--- src/rtl/mem_arbiter.sv ---
// mem_arbiter: shares one memory port between instruction fetch and data access,
// with a bounded data streak so a waiting fetch cannot starve.
module mem_arbiter #(
    parameter int MAX_D_STREAK = 4,
    parameter int AW = 32
) (
    input  logic          clk,
    input  logic          rst,
    input  logic          if_req,
    input  logic [AW-1:0] if_addr,
    output logic [31:0]   if_rdata,
    output logic          if_ready,
    input  logic          d_req,
    input  logic          d_we,
    input  logic [AW-1:0] d_addr,
    input  logic [31:0]   d_wdata,
    output logic [31:0]   d_rdata,
    output logic          d_ready,
    output logic          d_err,
    output logic          mem_req,
    output logic          mem_we,
    output logic [AW-1:0] mem_addr,
    output logic [31:0]   mem_wdata,
    input  logic [31:0]   mem_rdata,
    input  logic          mem_ack,
    output logic          stall_f,
    output logic          stall_m
);
    typedef enum logic [1:0] {IDLE, BUSY_I, BUSY_D} state_t;
    state_t     r_state;
    logic [2:0] r_streak;
    logic       w_f_elig, w_d_elig, w_d_win, w_misal;
    // A requester whose ready is pulsing this cycle is still holding its old req.
    assign w_f_elig = if_req & ~if_ready;
    assign w_d_elig = d_req & ~d_ready;
    assign w_d_win  = w_d_elig & (~w_f_elig | (32'(r_streak) < MAX_D_STREAK));
    assign w_misal  = |d_addr[1:0];
    assign stall_f  = if_req & ~if_ready;
    assign stall_m  = d_req & ~d_ready;
    always_ff @(posedge clk or negedge rst) begin
        if (!rst) begin
            r_state   <= IDLE;
            r_streak  <= '0;
            mem_req   <= 1'b0;
            mem_we    <= 1'b0;
            mem_addr  <= '0;
            mem_wdata <= '0;
            if_ready  <= 1'b0;
            d_ready   <= 1'b0;
            d_err     <= 1'b0;
            if_rdata  <= '0;
            d_rdata   <= '0;
        end else begin
            if_ready <= 1'b0;
            d_ready  <= 1'b0;
            d_err    <= 1'b0;
            case (r_state)
                IDLE: begin
                    if (w_d_win && w_misal) begin
                        d_ready <= 1'b1;
                        d_err   <= 1'b1;
                    end else if (w_d_win) begin
                        mem_req   <= 1'b1;
                        mem_we    <= d_we;
                        mem_addr  <= d_addr;
                        mem_wdata <= d_wdata;
                        r_streak  <= w_f_elig ? r_streak + 3'd1 : 3'd0;
                        r_state   <= BUSY_D;
                    end else if (w_f_elig) begin
                        mem_req  <= 1'b1;
                        mem_we   <= 1'b0;
                        mem_addr <= if_addr;
                        r_streak <= 3'd0;
                        r_state  <= BUSY_I;
                    end
                end
                BUSY_I: begin
                    if (mem_ack) begin
                        mem_req  <= 1'b0;
                        if_ready <= 1'b1;
                        if_rdata <= mem_rdata;
                        r_state  <= IDLE;
                    end
                end
                BUSY_D: begin
                    if (mem_ack) begin
                        mem_req <= 1'b0;
                        d_ready <= 1'b1;
                        d_rdata <= mem_rdata;
                        r_state <= IDLE;
                    end
                end
                default: r_state <= IDLE;
            endcase
        end
    end
endmodule

--- config.mk ---
export PLATFORM = sky130hd
export DESIGN_NAME = mem_arbiter
export DESIGN_NICKNAME = d
export VERILOG_FILES = /design/src/rtl/mem_arbiter.sv
export SDC_FILE = /design/constraint.sdc
export NUM_CORES = 1
export LEC_CHECK = 0
export CORE_ASPECT_RATIO = 0.8
export CORE_MARGIN = 2
export CORE_UTILIZATION = 35
export CTS_CLUSTER_DIAMETER = 150
export DETAILED_ROUTE_END_ITERATION = 6
export GPL_TIMING_DRIVEN = 0
export PLACE_DENSITY = 0.7
export RECOVER_POWER = 100
export SETUP_SLACK_MARGIN = 0.15
export SKIP_LAST_GASP = 1
export SYNTH_ARGS = -nofsm -noshare
export SYNTH_HDL_FRONTEND = slang
export SYNTH_SLANG_ARGS = --single-unit
--- constraint.sdc ---
create_clock -name clk -period 1.8 [get_ports clk]
set_clock_uncertainty 0.1 [all_clocks]
set_input_delay 0.54 -clock clk [delete_from_list [all_inputs] [get_ports clk]]
set_output_delay 0.54 -clock clk [all_outputs]
set_load 0.01 [all_outputs]
Word-level counts from Yosys, hierarchy flattened
Index checks and enable logic that the tools add are counted.
W data, S select, Z words.
{"block": "totals", "reg_bits": 138, "input_bits": 134, "wordCells": 60}
{"block": "classes", "add_sub_neg": 1, "n_lt_le_gt_ge": 1, "n_eq_ne": 5, "muxes": 22, "bitwise": 8, "reduce_logical": 12}
{"cell": "$mux W32", "count": 2}
{"cell": "$mux W1", "count": 10}
{"cell": "$mux W3", "count": 3}
{"cell": "$reduce_and A3 Y1", "count": 3}
{"cell": "$mux W2", "count": 4}
{"cell": "$not A1 Y1", "count": 4}
{"cell": "$pmux W1 S2", "count": 2}
{"cell": "$pmux W2 S2", "count": 1}
{"cell": "$reduce_and A2 Y1", "count": 2}
{"cell": "$reduce_and A4 Y1", "count": 1}
{"cell": "$reduce_bool A2 Y1", "count": 2}
{"cell": "$reduce_or A2 Y1", "count": 2}
{"cell": "$add A3 B1 Y3 const B", "count": 1}
{"cell": "$and A1 B1 Y1", "count": 3}
{"cell": "$lt A3 B3 Y1 const B", "count": 1}
{"cell": "$ne A3 B3 Y1 const B", "count": 1}
{"cell": "$eq A2 B1 Y1 const B", "count": 1}
{"cell": "$eq A2 B2 Y1 const B", "count": 1}
{"cell": "$logic_not A2 Y1", "count": 1}
{"cell": "$ne A2 B1 Y1 const B", "count": 1}
{"cell": "$ne A2 B2 Y1 const B", "count": 1}
{"cell": "$logic_and A1 B1 Y1", "count": 1}
{"cell": "$or A1 B1 Y1", "count": 1}

Longest topological paths before layout
Gate-level depths: netlist of run 1.
{"block": "depth", "word_depth": 8, "ltp_mapped": 8}

Worst setup path after synthesis of run 1
Ideal clock, no wire load.
{"block": "synth_path", "path_kind": "in2reg", "startpoint": "in d_req", "endpoint": "reg r_state[0]", "setup_ns": 0.126, "arrival_time_ns": 1.642, "setup_slack_ns": -0.068, "cell_stages": 5, "cell_sequence": "or3b_1 > buf_2 > a22o_1 > buf_6 > a221o_1"}
{"block": "synth_via", "elab_chain_cells": 5, "elab_cells_between_ends": 9, "classes_between": "2 x eq/ne; 3 x mux; 2 x bitwise; 2 x reduce/logical"}
{"item": "start, declared", "line_no": "13", "source": "input logic d_req,"}
{"item": "$and A1 B1 Y1 (*)", "line_no": "35", "source": "assign w_d_elig = d_req & ~d_ready;"}
{"item": "$and A1 B1 Y1 (*)", "line_no": "36", "source": "assign w_d_win = w_d_elig & (~w_f_elig | (32'(r_streak) < MAX_D_STREAK));"}
{"item": "$mux W2 or $logic_and A1 B1 Y1 (tied branches)", "line_no": "62, 59"}
{"item": "$mux W2 or $ne A2 B2 Y1 (tied branches)"}
{"item": "$pmux W2 S2 or $reduce_and A3 Y1 (tied branches)"}
{"item": "end signal, assigned", "line_no": "42", "source": "r_state <= IDLE;"}
{"item": "end signal, assigned", "line_no": "68", "source": "r_state <= BUSY_D;"}
{"item": "end signal, assigned", "line_no": "74", "source": "r_state <= BUSY_I;"}
{"item": "end, declared", "line_no": "30", "source": "state_t r_state;"}
Every way passes the cells marked *; elsewhere a longest branch is shown, timed or not. The select of a mux whose other input is x is not followed.
A chain may end at the register's enable or synchronous reset.

Final worst setup path of run 1
{"block": "layout_path", "startpoint": "reg d_ready", "endpoint": "reg mem_addr[24]"}
{"block": "layout_via", "elab_chain_cells": 6, "elab_cells_between_ends": 8, "classes_between": "1 x mux; 4 x bitwise; 3 x reduce/logical"}
{"item": "start, declared", "line_no": "18", "source": "output logic d_ready,"}
{"item": "start signal, assigned", "line_no": "49", "source": "d_ready <= 1'b0;"}
{"item": "start signal, assigned", "line_no": "55", "source": "d_ready <= 1'b0;"}
{"item": "start signal, assigned", "line_no": "60", "source": "d_ready <= 1'b1;"}
{"item": "$not A1 Y1 (*)", "line_no": "35"}
{"item": "$and A1 B1 Y1 (*)", "line_no": "35"}
{"item": "$and A1 B1 Y1 (*)", "line_no": "36"}
{"item": "$logic_and A1 B1 Y1", "line_no": "59", "source": "if (w_d_win && w_misal) begin"}
{"item": "$not A1 Y1 (no source line)"}
{"item": "$reduce_and A3 Y1 (no source line)"}
{"item": "end signal, assigned", "line_no": "65", "source": "mem_addr <= d_addr;"}
{"item": "end signal, assigned", "line_no": "72", "source": "mem_addr <= if_addr;"}
{"item": "end, declared", "line_no": "22", "source": "output logic [AW-1:0] mem_addr,"}
Every way passes the cells marked *; elsewhere a longest branch is shown, timed or not.

==> summary.md, run 1 <==
| Metric | Value |
|---|---|
| Status | `finished with violations` |
| Violations in the final reports | `setup timing` |
| Summed area of non-filler cells in the final layout | `10200 sq um` |
| Count of synthesis-stage warnings from yosys | `0` |
| Final worst path period share | `110%` |
| Top post-synthesis cells by area | `sky130_fd_sc_hd__dfrtp_1 59%, sky130_fd_sc_hd__mux2_2 18%, sky130_fd_sc_hd__a221oi_1 4.8%, sky130_fd_sc_hd__a31oi_1 3.4%, sky130_fd_sc_hd__o21ai_0 2.8%` |
| Half-perimeter wire length after placement | `13.3 mm` |
| Number of clock sinks seen by CTS | `138` |
| Syn nets | `591` |
| Sequential-to-total area share from yosys stat | `58.8%` |
| Final net count | `933` |
| Peak supply drop | `0.902 mV` |
| Worst hold-check path type | `reg -> reg` |
| Initial standard-cell utilization of the core | `35.6%` |
| Number of CTS-inserted buffers | `17` |
| PD cells | `1690 nW/um^2` |
| Slew Limit Fails | `0` |
| Area Overhead vs Synth | `73.0%` |
| Most used cells in the layout excluding fill and tap cells | `141 x sky130_fd_sc_hd__clkbuf_1, 138 x sky130_fd_sc_hd__dfrtp_1, 128 x sky130_fd_sc_hd__clkdlybuf4s50_1, 96 x sky130_fd_sc_hd__mux2_2, 40 x sky130_fd_sc_hd__buf_4` |
| Clock Root Buffer | `sky130_fd_sc_hd__clkbuf_16` |
| Number of detailed-routing iterations run before antenna repair | `5` |
| Number of maximum-capacitance constraint violations | `0` |
| Overall routed net length | `21.1 mm` |
| Width of the die | `149 microns` |
| Combined global-route utilization of all metal layers | `22.0%` |
| Largest net degree at the start of global routing | `89` |
| Area share of the leading cell type in the synthesized netlist | `58.8%` |
| Standard-cell row count | `42` |
| Post-layout power | `17.1 mW` |
| DR iter-0 viols | `298` |
| DRC violation count after routing | `0` |
| Slew at the pin with the worst max-slew slack | `0.794 ns` |
| Count of unique library cells instantiated by Yosys | `36` |
| Max Root-Sink Buffers | `2` |
| CORE AREA | `16500 sq um` |
| Fraction of final layout cells sized beyond drive strength 1 | `35.3%` |
| Most common cell after layout, fill and taps aside | `sky130_fd_sc_hd__clkbuf_1` |
| Number of synthesized register bits | `138` |
| Final weighted congestion in routability-driven placement | `0.852` |
| Number of vias in the routed layout | `5478` |
| Max Fclk | `0.505 GHz` |
| Post-detailed-route via-to-cell ratio | `5.32` |
| Final min period | `1.98 ns` |
| Average cell area after synthesis | `13.0 sq um` |
| Unrepaired setup endpoints after global routing | `yes` |
| Placed standard-cell area | `8900 sq um` |
| Wire length of the first global-routing pass | `30.4 mm` |
| Number of global-route vias before repair | `5572` |
| TritonCTS clock tree | `done` |
| Final Hold Vio Count | `0` |
| TNS Setup | `-4.42 ns` |
| Maximum level of the CTS H-tree | `4` |
| Leakage power of the design | `4.08 nW` |
| Initial antenna violation count | `1` |
| Worst-Skew Late Latency | `0.41 ns` |
| Chip height | `120 microns` |
| Min setup slack post-route | `-0.179 ns` |
| Critical-path maximum fanout | `10` |
| Dpl cells | `942` |
| Post-Synthesis Cells | `453` |
| Crit path kind | `reg -> reg` |
| Data arrival time of the critical path | `2.17 ns` |
| Count of input and output buffers | `268` |
| Routed Antenna Nets | `0` |
| Worst Setup End Kind | `flop` |
| Type of origin of the critical path | `flop` |
| Synth area leader | `sky130_fd_sc_hd__dfrtp_1` |
| Top-Level Pins | `269` |
| Overflow left after global routing | `0` |
| Endpoint required time on the critical path | `1.99 ns` |
| Worst max-slew margin expressed relative to the limit | `47.1%` |
| Wirelength per Cell | `20.5 microns` |
| Clock slew at the register clock pins of the worst setup and hold paths | `0.06 ns` |
| Synthesized cell area | `5870 sq um` |
| Die ar. | `17800 sq um` |
| Final Instance Count excl. Fillers | `1029` |
| Setup Viol. Count Final | `41` |
-- registers in the layout (all words and copies together), names as in the netlist --
name,count
mem_wdata,32
r_state,2
mem_addr,32
mem_we,1
if_rdata,32
if_ready,1
r_streak,3
d_ready,1
d_rdata,32
d_err,1
mem_req,1
-- area by class of cell --
cell class,instances,area [sq um]
inverters,8,30.0
clock buffers,18,439
plain buffers,41,374
well taps,220,275
clock inverters,14,169
repair buffers,324,2390
multi-input cells,265,3020
fillers,1369,6350
flip-flops and latches,138,3450
diodes,1,2.50
-- per-stage QoR --
stage	setup WS, ns	hold WS (ns)	utilization (%)
after floorplan	-0.0626	0.144	-
after global placement	-5.31	0.373	53.8
after detailed placement	-1.14	0.391	54.0
after CTS	-0.132	0.400	58.1
after global routing	-0.208	0.415	61.5
final	-0.179	0.403	61.5
-- logic make-up after synthesis --
| kind of cell | after synthesis | share of synthesized area, % |
|---|---|---|
| flops | 138 | 58.8 |
| compound gates | 108 | 12.4 |
| mux | 98 | 18.8 |
| simple gates | 55 | 5.14 |
| buf+inv | 50 | 3.88 |
| fa+ha+maj | 4 | 0.853 |
-- path summary, 6_finish.rpt --
| path | from | end | slack, ns | cells after the start |
|---|---|---|---|---|
| worst min-delay path | d_rdata[17]$_DFFE_PN0P_ | d_rdata[17]$_DFFE_PN0P_ | 0.40 | 1 |
| max in group asynchronous | rst | if_rdata[24]$_DFFE_PN0P_ | 0.17 | 3 |
| worst min register to register | d_rdata[17]$_DFFE_PN0P_ | d_rdata[17]$_DFFE_PN0P_ | 0.40 | 1 |
| min in group asynchronous | rst | mem_addr[25]$_DFFE_PN0P_ | 0.66 | 2 |
| worst max-delay path | d_ready$_DFF_PN0_ | mem_addr[24]$_DFFE_PN0P_ | -0.18 | 6 |
| worst max register to register | d_ready$_DFF_PN0_ | mem_addr[24]$_DFFE_PN0P_ | -0.18 | 6 |
-- worst max-delay path: stages, from the launching register on --
cell                       delay [ns]
sky130_fd_sc_hd__dfrtp_1         0.42
sky130_fd_sc_hd__buf_6           0.13
sky130_fd_sc_hd__or3b_4          0.36
sky130_fd_sc_hd__buf_6           0.14
sky130_fd_sc_hd__buf_2           0.24
sky130_fd_sc_hd__a221oi_2        0.41
sky130_fd_sc_hd__a31oi_4         0.05
-- repair_timing --
item | CTS | global route
endpoints found under the setup margin | 266 | 213
cloned | 2 | 4
pin swaps | 5 | 8
hold endpoints to repair | 50 | 0
resized for setup | 609 | 122
buffers inserted | 32 | 16
hold buffers | 1 | 0
-- routing by layer --
layer  global-route usage (%)  vias up  routed length (microns)
met5                        0        -                        0
met4                     8.27        0                      529
met3                     7.26       45                     1870
met2                     36.2      286                    10500
met1                     27.0     2749                     8260
li1                         -     2398                        -
-- synthesized netlist by cell type --
cell type / n
sky130_fd_sc_hd__nor3_1: 1
sky130_fd_sc_hd__mux2_2: 96
sky130_fd_sc_hd__nor2_1: 1
sky130_fd_sc_hd__a31oi_1: 32
sky130_fd_sc_hd__a211o_1: 1
sky130_fd_sc_hd__nor3b_1: 1
sky130_fd_sc_hd__mux2_4: 1
sky130_fd_sc_hd__nand4_2: 1
sky130_fd_sc_hd__clkbuf_1: 24
sky130_fd_sc_hd__a21oi_1: 1
sky130_fd_sc_hd__ha_1: 4
sky130_fd_sc_hd__or3b_1: 1
sky130_fd_sc_hd__a22o_1: 1
sky130_fd_sc_hd__nand2_1: 7
sky130_fd_sc_hd__and3_1: 1
sky130_fd_sc_hd__o211ai_1: 1
sky130_fd_sc_hd__dfrtp_1: 138
sky130_fd_sc_hd__nand3b_1: 1
sky130_fd_sc_hd__nand2b_1: 2
sky130_fd_sc_hd__inv_2: 1
sky130_fd_sc_hd__a221o_1: 2
sky130_fd_sc_hd__buf_6: 4
sky130_fd_sc_hd__buf_2: 8
sky130_fd_sc_hd__mux2i_1: 1
sky130_fd_sc_hd__a21o_1: 1
sky130_fd_sc_hd__o22ai_1: 2
sky130_fd_sc_hd__buf_1: 6
sky130_fd_sc_hd__o21ai_0: 33
sky130_fd_sc_hd__nand4_1: 1
sky130_fd_sc_hd__a221oi_1: 32
sky130_fd_sc_hd__nor2b_1: 3
sky130_fd_sc_hd__nand3_1: 32
sky130_fd_sc_hd__nor4b_1: 1
sky130_fd_sc_hd__a211oi_1: 2
sky130_fd_sc_hd__inv_1: 7
sky130_fd_sc_hd__and3b_1: 2
-- report_power, final --
| group | switching (mW) | total [mW] | internal (mW) |
|---|---|---|---|
| Sequential | 0.911 | 5.54 | 4.63 |
| Combinational | 4.18 | 7.99 | 3.81 |
| Clock | 1.37 | 3.59 | 2.22 |
No activity file was read; power rests on OpenSTA's default activity.
==> run 2: changes to the inputs <==
--- a/config.mk
+++ b/config.mk
@@ -7,11 +7,11 @@
 export LEC_CHECK = 0
 export CORE_ASPECT_RATIO = 0.8
 export CORE_MARGIN = 2
-export CORE_UTILIZATION = 35
+export CORE_UTILIZATION = 38
 export CTS_CLUSTER_DIAMETER = 150
 export DETAILED_ROUTE_END_ITERATION = 6
 export GPL_TIMING_DRIVEN = 0
-export PLACE_DENSITY = 0.7
+export PLACE_DENSITY = 0.75
 export RECOVER_POWER = 100
 export SETUP_SLACK_MARGIN = 0.15
 export SKIP_LAST_GASP = 1
==> run 2 against run 1 <==
Compared with the run above: the run still ends with setup timing left; count of clock-buffer cells in the layout rose by 3; hold slack worse by 0.14 ns; setup slack better by 0.058 ns; largest cell class unchanged.
==> summary.md, run 2 (synthesis results as in run 1) <==
| Metric | Value |
|---|---|
| Wire length of the first global-routing pass | `30.0 mm` |
| Max Root-Sink Buffers | `2` |
| Internal power | `10.1 mW` |
| Final min period | `1.92 ns` |
| Slew at the pin with the worst max-slew slack | `1.14 ns` |
| Type of origin of the critical path | `flop` |
| TritonCTS clock tree | `done` |
| R2r worst-path depth | `6` |
| Clock Root Buffer | `sky130_fd_sc_hd__clkbuf_16` |
| DR iter-0 viols | `223` |
| Width of the die | `143 microns` |
| CORE AREA | `15100 sq um` |
| Number of buffer and inverter stages on the critical path | `3` |
| Dpl cells | `932` |
| Routed Antenna Nets | `0` |
| Slew Limit Fails | `0` |
| PD cells | `1650 nW/um^2` |
| Placement-stage worst setup slack | `-1.14 ns` |
| Min setup slack post-route | `-0.121 ns` |
| Family of cells with the greatest summed delay on the critical path | `compound AO/OA/AOI/OAI gates` |
| Number of maximum-capacitance constraint violations | `0` |
| Final worst path period share | `107%` |
| Most used cells in the layout excluding fill and tap cells | `137 x sky130_fd_sc_hd__dfrtp_1, 128 x sky130_fd_sc_hd__clkdlybuf4s50_1, 92 x sky130_fd_sc_hd__clkbuf_1, 90 x sky130_fd_sc_hd__mux2_2, 53 x sky130_fd_sc_hd__buf_2` |
| Crit path kind | `reg -> reg` |
| Switching part of the total power | `36.8%` |
| Area Overhead vs Synth | `65.3%` |
| Chip height | `115 microns` |
| Post-layout power | `16.0 mW` |
| Most frequent cell on the critical path | `sky130_fd_sc_hd__buf_6` |
| Post-detailed-route via-to-cell ratio | `5.25` |
| Final Instance Count excl. Fillers | `1015` |
| Die ar. | `16500 sq um` |
| Clock slew at the register clock pins of the worst setup and hold paths | `0.06 ns` |
| Number of detailed-routing iterations run before antenna repair | `5` |
| Register share of total power | `34.2%` |
| Overflow left after global routing | `0` |
| Initial standard-cell utilization of the core | `39.0%` |
| Cells traversed along the worst timing path | `buf_6 -> or3b_4 -> buf_6 -> a22o_1 -> buf_6 -> a221o_1` |
| Standard-cell row count | `40` |
| CP Depth | `6` |
| Top-Level Pins | `269` |
| Unrepaired setup endpoints after global routing | `yes` |
| Final Hold Vio Count | `0` |
| TNS Setup | `-2.96 ns` |
| Worst-Skew Late Latency | `0.41 ns` |
| Worst Setup End Kind | `flop` |
| Overall routed net length | `20.0 mm` |
| Fraction of final layout cells sized beyond drive strength 1 | `39.0%` |
| Wirelength per Cell | `19.7 microns` |
| Critical-path maximum fanout | `7` |
| Leakage power of the design | `4.12 nW` |
| Peak supply drop | `1.04 mV` |
| Clock group share of total power | `19.6%` |
| Max Fclk | `0.521 GHz` |
| Data arrival time of the critical path | `2.11 ns` |
| Worst hold-check path type | `in -> async` |
| Setup Viol. Count Final | `42` |
| Worst max-slew margin expressed relative to the limit | `24.0%` |
| Number of clock sinks seen by CTS | `138` |
| Slowest cell on the critical path | `sky130_fd_sc_hd__dfrtp_1` |
| Largest net degree at the start of global routing | `83` |
| Combined global-route utilization of all metal layers | `23.6%` |
| DRC violation count after routing | `0` |
| CTS Hold Buffers Added | `0` |
| Endpoint required time on the critical path | `1.99 ns` |
| Final net count | `931` |
| Number of global-route vias before repair | `5628` |
| Status | `finished with violations` |
| Maximum level of the CTS H-tree | `4` |
| Most common cell after layout, fill and taps aside | `sky130_fd_sc_hd__dfrtp_1` |
| Ant diodes | `0` |
| Stage delay of the slowest cell on the critical path | `0.41 ns` |
| Count of input and output buffers | `268` |
| Half-perimeter wire length after placement | `13.5 mm` |
| Relative contribution of combinational cells to total power | `46.2%` |
| Reported net switching power | `5.88 mW` |
| Final weighted congestion in routability-driven placement | `0.836` |
| Number of vias in the routed layout | `5326` |
| Summed area of non-filler cells in the final layout | `9700 sq um` |
| Placed standard-cell area | `8890 sq um` |
| Number of CTS-inserted buffers | `17` |
| Violations in the final reports | `setup timing` |
| Initial antenna violation count | `0` |
==> run 2: timing repair <==
item                                    4_1_cts  5_1_grt
resized for setup                           544      115
endpoints found under the setup margin      266      155
cloned                                        1        4
pin swaps                                     6        0
setup buffers                                31       16
==> run 2: final timing paths <==
kind,start,end,slack [ns]
worst max-delay path,d_ready$_DFF_PN0_,r_state[0]$_DFFE_PN0P_,-0.12
worst min-delay path,rst,mem_wdata[26]$_DFFE_PN0P_,0.27
worst max register to register,d_ready$_DFF_PN0_,r_state[0]$_DFFE_PN0P_,-0.12
worst min register to register,r_streak[0]$_DFFE_PN0P_,r_streak[0]$_DFFE_PN0P_,0.38
max in group asynchronous,rst,mem_wdata[3]$_DFFE_PN0P_,0.24
min in group clk,r_streak[0]$_DFFE_PN0P_,r_streak[0]$_DFFE_PN0P_,0.38
==> run 2: worst reg2reg max path, delay by kind of cell, from the launching register on <==
family,cells,cell delay (ns)
and+or+nand+nor,1,0.36
buffers and inverters,3,0.43
DFF,1,0.41
AOI/OAI and AO/OA,2,0.50
==> run 2: routing by layer <==
| metal | GRT usage, % | wire (microns) | vias to the layer above |
|---|---|---|---|
| met5 | 0 | 0 | - |
| met4 | 6.20 | 306 | 0 |
| met3 | 10.1 | 2060 | 32 |
| met2 | 40.0 | 9910 | 299 |
| met1 | 27.9 | 7700 | 2605 |
| li1 | - | - | 2390 |
==> run 2: power by group through the flow <==
stage               clock [mW]  sequential [mW]  combinational [mW]
floorplan                    0             6.10                2.54
global placement             0             5.41                7.28
detailed placement           0             5.51                7.43
CTS                       3.20             5.41                7.01
global route              3.34             5.64                7.94
finish                    3.12             5.47                7.38
==> run 2: cell type report <==
class,count,area (sq um)
buffer,42,352
clock buffer,21,460
clock inverter,10,70.1
fill,1183,5360
inverter,8,32.5
multi-input combinational,265,2650
sequential,138,3450
tap,210,263
timing repair buffer,321,2420
==> run 2: per-stage QoR <==
step	hold slack, ns	util (%)
after CTS	0.103	62.4
after global placement	0.367	58.8
final	0.267	64.4
after global routing	0.344	64.4
after detailed placement	0.391	59.0
after floorplan	0.144	-
